<file path="src/rtl/bridge_obi_pkg.sv">
// bridge_obi_pkg: shared constants and types for the two-requester OBI arbiter.
//   OBI_ADDR_W / OBI_DATA_W / OBI_BE_W : default OBI widths
//   NUM_REQ                            : number of requesters sharing the port
//   ID_W                               : width of a requester ID in the routing FIFO
//   obi_req_t / obi_rsp_t              : OBI address-phase / response-phase bundles
//   arb_state_e                        : arbiter lock state
package bridge_obi_pkg;
  localparam int OBI_ADDR_W = 32;
  localparam int OBI_DATA_W = 32;
  localparam int OBI_BE_W   = 4;
  localparam int NUM_REQ    = 2;
  localparam int ID_W       = $clog2(NUM_REQ);

  typedef struct packed {
    logic                  req;
    logic                  we;
    logic [OBI_BE_W-1:0]   be;
    logic [OBI_ADDR_W-1:0] addr;
    logic [OBI_DATA_W-1:0] wdata;
  } obi_req_t;

  typedef struct packed {
    logic                  gnt;
    logic                  rvalid;
    logic [OBI_DATA_W-1:0] rdata;
  } obi_rsp_t;

  typedef enum logic {
    ARB_IDLE   = 1'b0,
    ARB_LOCKED = 1'b1
  } arb_state_e;
endpackage

</file>
<file path="src/rtl/bridge_obi_arbiter_id_fifo.sv">
// bridge_obi_id_fifo: small synchronous FIFO of requester IDs, used to route
// in-order OBI responses back to the requester that issued each transaction.
//   clk, reset_i        : clock, synchronous active-high reset (empties FIFO)
//   push_i, push_data_i : enqueue an ID (accepted when not full, or when a pop
//                         happens in the same cycle)
//   pop_i, head_o       : dequeue / oldest ID (pop ignored when empty)
//   full_o, empty_o     : status
//   count_o             : occupancy, 0..pDEPTH
// pDEPTH must be a power of two so the pointers wrap naturally.
module bridge_obi_id_fifo
  import bridge_obi_pkg::*;
#(
  parameter int pDEPTH = 4,
  parameter int pW     = ID_W,
  parameter int pCNT_W = $clog2(pDEPTH) + 1
) (
  input  logic              clk,
  input  logic              reset_i,
  input  logic              push_i,
  input  logic [pW-1:0]     push_data_i,
  input  logic              pop_i,
  output logic [pW-1:0]     head_o,
  output logic              full_o,
  output logic              empty_o,
  output logic [pCNT_W-1:0] count_o
);
  localparam int PTR_W = $clog2(pDEPTH);

  logic [pDEPTH-1:0][pW-1:0] mem_q, mem_d;
  logic [PTR_W-1:0]          wr_ptr_q, wr_ptr_d, rd_ptr_q, rd_ptr_d;
  logic [pCNT_W-1:0]         count_q, count_d;
  logic                      push_ok, pop_ok;

  assign empty_o = (count_q == '0);
  assign full_o  = (count_q == pCNT_W'(pDEPTH));
  assign head_o  = mem_q[rd_ptr_q];
  assign count_o = count_q;

  // A pop frees a slot in the same cycle, so a push against a full FIFO is
  // accepted when accompanied by a pop.
  assign pop_ok  = pop_i && !empty_o;
  assign push_ok = push_i && (!full_o || pop_ok);

  always_comb begin
    mem_d    = mem_q;
    wr_ptr_d = wr_ptr_q;
    rd_ptr_d = rd_ptr_q;
    count_d  = count_q;
    if (push_ok) begin
      mem_d[wr_ptr_q] = push_data_i;
      wr_ptr_d        = wr_ptr_q + 1'b1;
    end
    if (pop_ok) rd_ptr_d = rd_ptr_q + 1'b1;
    if (push_ok && !pop_ok)      count_d = count_q + 1'b1;
    else if (!push_ok && pop_ok) count_d = count_q - 1'b1;
  end

  always_ff @(posedge clk) begin
    if (reset_i) begin
      mem_q    <= '0;
      wr_ptr_q <= '0;
      rd_ptr_q <= '0;
      count_q  <= '0;
    end else begin
      mem_q    <= mem_d;
      wr_ptr_q <= wr_ptr_d;
      rd_ptr_q <= rd_ptr_d;
      count_q  <= count_d;
    end
  end
endmodule

</file>
<file path="src/rtl/bridge_obi_arbiter.sv">
// bridge_obi_arbiter: shares one OBI manager port between two requesters
// (0: USB register bridge, 1: host-side agent such as a dump/trace engine).
// Round-robin selection, address phase locked until granted, responses routed
// through an in-order ID FIFO allowing pMAX_OUTSTANDING transactions in flight.
//   clk, reset_i                    : heep_clk, synchronous active-high reset
//   s_req/we/be/addr/wdata_i [2]    : requester address phases
//   s_gnt_o, s_rvalid_o [2]         : per-requester grant / response valid
//   s_rdata_o                       : shared read data, qualified by s_rvalid_o
//   m_req/we/be/addr/wdata_o        : manager address phase to gr_heep_top
//   m_gnt_i, m_rvalid_i, m_rdata_i  : manager grant / response
//   busy_o                          : FIFO non-empty or request pending
//   err_o                           : sticky, response seen with nothing outstanding
// Optional macro BRIDGE_ARB_PERF_EN adds perf_clr_i and saturating 32-bit
// counters perf_gnt0_o, perf_gnt1_o (handshakes) and perf_stall_o (cycles
// with a request pending and no grant).
module bridge_obi_arbiter
  import bridge_obi_pkg::*;
#(
  parameter int pADDR_W          = OBI_ADDR_W,
  parameter int pDATA_W          = OBI_DATA_W,
  parameter int pMAX_OUTSTANDING = 4
) (
  input  logic                              clk,
  input  logic                              reset_i,
  input  logic [NUM_REQ-1:0]                s_req_i,
  input  logic [NUM_REQ-1:0]                s_we_i,
  input  logic [NUM_REQ-1:0][OBI_BE_W-1:0]  s_be_i,
  input  logic [NUM_REQ-1:0][pADDR_W-1:0]   s_addr_i,
  input  logic [NUM_REQ-1:0][pDATA_W-1:0]   s_wdata_i,
  output logic [NUM_REQ-1:0]                s_gnt_o,
  output logic [NUM_REQ-1:0]                s_rvalid_o,
  output logic [pDATA_W-1:0]                s_rdata_o,
  output logic                              m_req_o,
  output logic                              m_we_o,
  output logic [OBI_BE_W-1:0]               m_be_o,
  output logic [pADDR_W-1:0]                m_addr_o,
  output logic [pDATA_W-1:0]                m_wdata_o,
  input  logic                              m_gnt_i,
  input  logic                              m_rvalid_i,
  input  logic [pDATA_W-1:0]                m_rdata_i,
  output logic                              busy_o,
  output logic                              err_o
`ifdef BRIDGE_ARB_PERF_EN
  ,
  input  logic                              perf_clr_i,
  output logic [31:0]                       perf_gnt0_o,
  output logic [31:0]                       perf_gnt1_o,
  output logic [31:0]                       perf_stall_o
`endif
);
  localparam int CNT_W = $clog2(pMAX_OUTSTANDING) + 1;

  arb_state_e        state_q, state_d;
  logic [ID_W-1:0]   sel_q, sel_d, sel;
  logic [ID_W-1:0]   rr_q, rr_d;
  logic              err_q, err_d;
  logic [NUM_REQ-1:0] act;
  logic              fifo_full, fifo_empty, full_eff, pop, orphan, hs;
  logic [ID_W-1:0]   head;
  logic [CNT_W-1:0]  fifo_count;

  // Everything combinational is forced quiet while reset is held.
  assign act    = reset_i ? '0 : s_req_i;
  assign pop    = !reset_i && m_rvalid_i && !fifo_empty;
  assign orphan = !reset_i && m_rvalid_i && fifo_empty;
  // Full with a pop this cycle still has room for the push.
  assign full_eff = fifo_full && !pop;

  always_comb begin
    sel = '0;
    if (state_q == ARB_LOCKED)  sel = sel_q;
    else if (act == 2'b01)      sel = 1'b0;
    else if (act == 2'b10)      sel = 1'b1;
    else if (act == 2'b11)      sel = rr_q;
  end

  assign m_req_o   = act[sel] && !full_eff;
  assign hs        = m_req_o && m_gnt_i;
  assign m_we_o    = reset_i ? 1'b0 : s_we_i[sel];
  assign m_be_o    = reset_i ? '0   : s_be_i[sel];
  assign m_addr_o  = reset_i ? '0   : s_addr_i[sel];
  assign m_wdata_o = reset_i ? '0   : s_wdata_i[sel];
  assign s_rdata_o = reset_i ? '0   : m_rdata_i;
  assign busy_o    = !reset_i && ((fifo_count != '0) || m_req_o);
  assign err_o     = err_q && !reset_i;

  for (genvar i = 0; i < NUM_REQ; i++) begin : g_route
    assign s_gnt_o[i]    = hs  && (sel  == ID_W'(i));
    assign s_rvalid_o[i] = pop && (head == ID_W'(i));
  end

  always_comb begin
    state_d = (m_req_o && !m_gnt_i) ? ARB_LOCKED : ARB_IDLE;
    sel_d   = sel;
    rr_d    = hs ? ~sel : rr_q;
    err_d   = err_q | orphan;
  end

  always_ff @(posedge clk) begin
    if (reset_i) begin
      state_q <= ARB_IDLE;
      sel_q   <= '0;
      rr_q    <= '0;
      err_q   <= 1'b0;
    end else begin
      state_q <= state_d;
      sel_q   <= sel_d;
      rr_q    <= rr_d;
      err_q   <= err_d;
    end
  end

  bridge_obi_id_fifo #(
    .pDEPTH (pMAX_OUTSTANDING),
    .pW     (ID_W),
    .pCNT_W (CNT_W)
  ) u_fifo (
    .clk         (clk),
    .reset_i     (reset_i),
    .push_i      (hs),
    .push_data_i (sel),
    .pop_i       (pop),
    .head_o      (head),
    .full_o      (fifo_full),
    .empty_o     (fifo_empty),
    .count_o     (fifo_count)
  );

`ifdef BRIDGE_ARB_PERF_EN
  logic [31:0] perf_gnt0_q, perf_gnt0_d, perf_gnt1_q, perf_gnt1_d;
  logic [31:0] perf_stall_q, perf_stall_d;

  always_comb begin
    perf_gnt0_d  = perf_gnt0_q;
    perf_gnt1_d  = perf_gnt1_q;
    perf_stall_d = perf_stall_q;
    if (perf_clr_i) begin
      perf_gnt0_d  = '0;
      perf_gnt1_d  = '0;
      perf_stall_d = '0;
    end else begin
      if (s_gnt_o[0] && perf_gnt0_q != '1) perf_gnt0_d = perf_gnt0_q + 1'b1;
      if (s_gnt_o[1] && perf_gnt1_q != '1) perf_gnt1_d = perf_gnt1_q + 1'b1;
      if ((|act) && !(|s_gnt_o) && perf_stall_q != '1)
        perf_stall_d = perf_stall_q + 1'b1;
    end
  end

  always_ff @(posedge clk) begin
    if (reset_i) begin
      perf_gnt0_q  <= '0;
      perf_gnt1_q  <= '0;
      perf_stall_q <= '0;
    end else begin
      perf_gnt0_q  <= perf_gnt0_d;
      perf_gnt1_q  <= perf_gnt1_d;
      perf_stall_q <= perf_stall_d;
    end
  end

  assign perf_gnt0_o  = perf_gnt0_q;
  assign perf_gnt1_o  = perf_gnt1_q;
  assign perf_stall_o = perf_stall_q;
`endif
endmodule

</file>
<file path="config.mk">
export PLATFORM = sky130hd
export DESIGN_NAME = bridge_obi_arbiter
export DESIGN_NICKNAME = d
export VERILOG_FILES = /design/src/rtl/bridge_obi_pkg.sv /design/src/rtl/bridge_obi_arbiter_id_fifo.sv /design/src/rtl/bridge_obi_arbiter.sv
export SDC_FILE = /design/constraint.sdc
export NUM_CORES = 1
export LEC_CHECK = 0
export ABC_CLOCK_PERIOD_IN_PS = 6800
export BUFFER_PORTS_ARGS = -buffer_cell sky130_fd_sc_hd__buf_2
export CAP_MARGIN = 30
export CORE_AREA = 2 2 109 111
export DETAILED_ROUTE_END_ITERATION = 6
export DIE_AREA = 0 0 111 113
export GPL_TIMING_DRIVEN = 0
export HOLD_SLACK_MARGIN = 0.1
export PLACE_DENSITY = 0.54
export SYNTH_ARGS = -nofsm -noshare
export SYNTH_HDL_FRONTEND = slang
export SYNTH_HIERARCHICAL = 1
export SYNTH_SLANG_ARGS = --single-unit
</file>
<file path="constraint.sdc">
create_clock -name clk -period 6.8 [get_ports clk]
set_input_delay 0.68 -clock clk [delete_from_list [all_inputs] [get_ports clk]]
set_output_delay 0.68 -clock clk [all_outputs]
set_load 0.05 [all_outputs]
</file>
==> results of run 1 <==
placed cells by master, fill, tap and decap left out, drive strengths merged, types with 4 or more instances in the layout:
cell type,count
nor2b,35
nand2,139
nand2b,8
clkbuf,16
buf,300
nor2,10
xor2,4
dfxtp,15
a21oi,72
mux2i,6
inv,6
nand3,4
ha,5
per-stage QoR:
step	area (um^2)	worst slack, ns	utilization [%]
floorplan	2110	3.78	-
global placement	3700	3.41	32.8
finish	3780	3.59	33.5
detailed placement	3700	3.33	32.8
global route	3780	3.46	33.5
CTS	3780	3.57	33.5
power by group:
part	switching (uW)	internal [uW]
sequential	10.3	95.8
combinational	273	120
clock	35.9	79.4
total	319	296
layout make-up:
type	instances	area [um^2]	area share [%]
Clock buffer	4	78.8	2.08
Multi-Input combinational cell	308	1620	42.8
Tap cell	143	179	4.73
Buffer	29	154	4.07
Timing Repair Buffer	283	1420	37.5
Sequential cell	15	300	7.94
Inverter	7	33.8	0.893
sequential cells by signal, indices dropped and copies added (netlist names):
register / flops
err_q: 1
rr_q: 1
sel_q: 1
state_q: 1
u_fifo/count_o: 3
u_fifo/mem_q: 4
u_fifo/rd_ptr_q: 2
u_fifo/wr_ptr_q: 2
per-layer routing:
layer,GRT usage (%),vias to the layer above,routed length (um)
met5,0,-,0
met4,1.42,0,55
met3,3.11,6,840
met2,29.2,176,5390
met1,18.8,1479,4210
li1,-,1739,-
final timing paths:
kind | start | to | slack (ns) | cells past startpoint
min reg2reg | err_q$_SDFF_PP0_ | err_q$_SDFF_PP0_ | 0.47 | 2
max reg2reg | u_fifo/count_o[0]$_SDFFE_PP0P_ | u_fifo/count_o[2]$_SDFFE_PP0P_ | 3.68 | 12
min | err_q$_SDFF_PP0_ | err_q$_SDFF_PP0_ | 0.47 | 2
max | reset_i | u_fifo/count_o[2]$_SDFFE_PP0P_ | 3.59 | 13
synth_stat cells, drive strengths merged:
cell	number
mux4	1
o31ai	2
o31a	1
mux2i	6
or3b	1
o21ai	3
inv	6
ha	5
nand4b	1
nor2b	35
and3	1
and2b	1
a21oi	72
or3	1
nor2	10
o221ai	1
dfxtp	15
o311ai	1
nor3	2
buf	17
a2bb2oi	1
nor3b	1
and2	3
clkinv	1
or4b	1
xor2	4
a21bo	1
nand2b	8
fa	1
o21bai	1
nand3	4
nand2	139
clkbuf	12
worst reg2reg max path: cells and delay by family, from the launching register on:
kind / cells / cell delay [ns]
AO/OA/AOI/OAI: 3 / 0.54
XOR/XNOR: 1 / 0.18
adder cells (fa/ha/maj): 2 / 0.57
buffers and inverters: 2 / 0.16
flip-flops: 1 / 0.50
AND/OR/NAND/NOR: 4 / 1.09
cell families (layout without fill, tap and decap cells):
kind of cell	count (synthesis)	in the layout
XOR/XNOR	4	4
multiplexers	7	7
AO/OA/AOI/OAI	83	83
buffers and inverters	36	323
AND/OR/NAND/NOR	208	208
adder cells (fa/ha/maj)	6	6
flip-flops	15	15
==> results_dict.tcl, run 1 <==
set metrics [dict create \
    fmax_ghz 0.312 \
    grt-ovfl-total 0 \
    path_class "in -> reg" \
    worst-path-buf-inv 4 \
    antenna_found_initial 0 \
    ys_seq_elements 15 \
    drc_errors 0 \
    die_area_um2 12500 \
    maxCapViolCount 0 \
    cp_top_family "simple AND/OR/NAND/NOR gates" \
    grt.total_usage_pct 15.5 \
    die_h_um 113 \
    seq_area_frac_synth_pct 14.3 \
    setup_viol 0 \
    io_pins 284 \
    synth-simple-area-share_pct 44.7 \
    netlist.top_cell.by_area "nand2_1" \
    drive_gt1_share_pct 48.5 \
    post_cts_buffers 0 \
    grt_setup_unrepaired "no" \
    synth_area_leaders "nand2_1 25%, a21oi_1 17%, dfxtp_1 14%, nor2b_1 10%, ha_1 3.0%" \
    status "finished, final reports clean" \
    dpl.hpwl_um 8910 \
    numCtsBuffers 3 \
    core-area_um2 11300 \
    wl_um 10500 \
    start_kind "primary input" \
    cts.sinks 15 \
    cts_hold_buf 0 \
    grt_pass1_vias 3225 \
    synth_warnings 6 \
    worst-slew-pin-transition_ns 0.648 \
    wl_per_cell_um 13.3 \
    synthAdderAreaFrac_pct 3.92 \
    muxShareOfSynthArea_pct 3.92 \
    final_nets 829 \
    power_density_nw_per_um2 163 \
    holdCritPathClass "reg -> reg" \
    slew_violations 0 \
    max_stage_delay_ns 0.43 \
    clockBufferDepth 2 \
    grt_start_max_net_pins 11 \
    finalCritPeriodShare_pct 47.2 \
    whs_ns 0.469 \
    rows 39 \
    synth_compound_area_share_pct 22.6 \
    fin_crit_ns 3.21 \
    clock-root-buffer "clkbuf_16" \
    viasPerCell 4.31 \
    power.total_uw 615 \
    p_leak_uw 0.00218 \
    synth_top_family_by_area "simple AND/OR/NAND/NOR gates" \
    cts_resized 0 \
    antenna_cells 0 \
    fin_cells 789 \
    synthesis.nets 541 \
    grt_pass1_wl_um 16200 \
    routed-via-count 3400 \
    cp_data_arrival_time_ns 3.38 \
    htree_levels 1 \
    drt_first_iter_violations 163 \
    relSlewSlack_pct 56.8 \
    clk_latency_ns 0.24 \
    start_util_pct 18.7 \
    setup_tns_ns 0 \
    yosys.area.top_type_share_pct 24.8 \
    place.gp.congestion 0.910 \
    skew_ns 0.00272 \
    syn_avg_cell_area_um2 5.87 \
    crit_slowest_cell "or3b_4" \
    drtAntennaViolNets 0 \
    syn_area_um2 2110 \
    path_clk_slew_ns 0.05 \
    required_ns 6.97 \
    peakVddDrop_mv 0.105 \
    first_pass_iters 4 \
    critical_path.endpoint_type "flip-flop" \
    postSynthCellCount 359 \
    numPortBuffers 283 \
    dp_cells 785 \
    cp_max_fo 10 \
    cts_tree "built" \
    fillCellCount 1243 \
    yosysUniqueCellTypes 40 \
    crit_chain "buf_2 > buf_6 > or3b_4 > clkinv_4 > o221ai_4 > a21oi_4 > and2_4 > ha_1 > inv_1 > fa_1 > xor2_1 > or3_1 > a21oi_1" \
    final-hold-violation-count 0 \
    area_growth_pct 79.5 \
    die_w_um 111 \
    synth_xor_area_share_pct 1.66 \
]
Note: power is estimated with default switching activity, not from simulation.
==> inputs of run 2 (changes only) <==
Settings changed: ABC_CLOCK_PERIOD_IN_PS 6800 to 3000.
Clock period 6.8 ns to 3 ns, I/O delays scaled along.
==> run 2 against run 1 <==
Effect of this change:
- utilization grew 0.13 points
- design area is 0.40% higher
- routed wire length grew 0.20%
- total power up 130%
==> results_dict.tcl, run 2 (synthesis gave the netlist of run 1 again) <==
set metrics [dict create \
    status "finished, final reports clean" \
    io_pins 284 \
    wl_um 10500 \
    cp_max_fo 8 \
    slew_violations 0 \
    critical_path.endpoint_type "flip-flop" \
    maxCapViolCount 0 \
    critPathLaunch "u_fifo/count_o[2]$_SDFFE_PP0P_" \
    fillCellCount 1245 \
    holdCritPathClass "in -> reg" \
    cp_data_arrival_time_ns 3.03 \
    worst-slew-pin-transition_ns 0.654 \
    drt_first_iter_violations 162 \
    start_kind "flip-flop" \
    reg2reg_depth 12 \
    cts_hold_buf 0 \
    path_class "reg -> reg" \
    skew_ns 0.00281 \
    post-route-util_pct 33.7 \
    clk_latency_ns 0.24 \
    core-area_um2 11300 \
    drtAntennaViolNets 0 \
    dpl_cell_area_um2 3700 \
    wl_per_cell_um 13.3 \
    place.gp.congestion 0.910 \
    area_growth_pct 80.2 \
    path_clk_slew_ns 0.05 \
    stdcell_area_um2 3800 \
    p_leak_uw 0.00218 \
    rr_endpoint "u_fifo/count_o[2]$_SDFFE_PP0P_" \
    drive_gt1_share_pct 49.0 \
    final_common_cell "buf_2" \
    mostFrequentLayoutCells "292 x buf_2, 139 x nand2_1, 71 x a21oi_1, 35 x nor2b_1" \
    worstHoldStart "m_gnt_i" \
    grt_start_max_net_pins 11 \
    htree_levels 1 \
    cts.sinks 15 \
    start_util_pct 18.7 \
    grt_setup_unrepaired "no" \
    required_ns 3.17 \
    power_density_nw_per_um2 369 \
    grt_pass1_wl_um 16200 \
    fin_crit_ns 2.86 \
    peakVddDrop_mv 0.237 \
    numCtsBuffers 3 \
    grt.total_usage_pct 15.6 \
    grt_pass1_vias 3242 \
    viasPerCell 4.34 \
    drc_errors 0 \
    die_w_um 111 \
    first_pass_iters 4 \
    largest-register "u_fifo/mem_q" \
    numPortBuffers 283 \
    die_area_um2 12500 \
    clock-root-buffer "clkbuf_16" \
    largest_reg_flops 4 \
    timing.rr.start "u_fifo/count_o[2]$_SDFFE_PP0P_" \
    grt-ovfl-total 0 \
    routed-via-count 3426 \
    relSlewSlack_pct 56.4 \
    setup_viol 0 \
    antenna_cells 0 \
    final-hold-violation-count 0 \
    clockBufferDepth 2 \
    final_nets 830 \
    cp-endpoint "u_fifo/count_o[2]$_SDFFE_PP0P_" \
    antenna_found_initial 0 \
    rows 39 \
    setup_tns_ns 0 \
    dpl.hpwl_um 8910 \
    r2r_slack_ns 0.14 \
    die_h_um 113 \
    finalCritPeriodShare_pct 95.3 \
    power.total_uw 1400 \
    cts_tree "built" \
    fmax_ghz 0.350 \
]
run 2: how the worst min path moves through the flow:
stage	end	slack [ns]	depth (start not counted)
floorplan	state_q$_SDFF_PP0_	0.37	1
global placement	u_fifo/mem_q[3]$_SDFFE_PP0P_	0.46	2
detailed placement	err_q$_SDFF_PP0_	0.46	2
CTS	state_q$_SDFF_PP0_	0.25	2
global route	state_q$_SDFF_PP0_	0.25	2
finish	state_q$_SDFF_PP0_	0.25	2
run 2: per-layer routing:
metal / share of wire (%) / global-route usage, % / vias to the layer above
met5: 0 / 0 / -
met1: 40 / 18.9 / 1498
met2: 51 / 29.4 / 185
met4: 0.52 / 1.42 / 0
met3: 7.9 / 3.11 / 6
li1: - / - / 1737
run 2: final cells by class:
| cell class | count | area (um^2) | share of cell area, % |
|---|---|---|---|
| inverter | 7 | 33.8 | 0.890 |
| clock buffer | 4 | 78.8 | 2.08 |
| multi-input combinational | 308 | 1620 | 42.8 |
| tap | 143 | 179 | 4.71 |
| buffer | 29 | 154 | 4.05 |
| sequential | 15 | 303 | 7.98 |
| timing repair buffer | 284 | 1420 | 37.5 |
run 2: what timing repair did:
action / in CTS / in global routing
setup endpoints to repair: 1 / 1
pin swaps: 0 / 0
setup buffers: 1 / 0
resized for setup: 2 / 1
run 2: worst max-delay path, stage by stage (launching register included):
cell      delay (ns)
dfxtp_1         0.46
nor3_2          0.08
or3b_4          0.42
clkinv_4        0.09
o221ai_4        0.12
a21oi_4         0.16
and2_4          0.19
ha_1            0.20
inv_1           0.07
fa_1            0.38
xor2_1          0.18
or3_1           0.30
a21oi_1         0.15
run 2: power by group:
group	switching, uW	total (uW)	leakage [uW]	internal (uW)
combinational	619	895	0.00202	276
sequential	25.0	243	0.000123	218
clock	81.5	262	0.0000382	180
run 2: through the flow:
| step | worst slack, ns | hold slack (ns) | cells |
|---|---|---|---|
| 2_1_floorplan | 0.239 | 0.372 | 359 |
| 3_3_place_gp | -0.0141 | 0.464 | 785 |
| 3_5_place_dp | -0.104 | 0.463 | 785 |
| 4_1_cts | 0.120 | 0.250 | 790 |
| 5_1_grt | 0.0180 | 0.249 | 790 |
| 6_report | 0.142 | 0.252 | 790 |
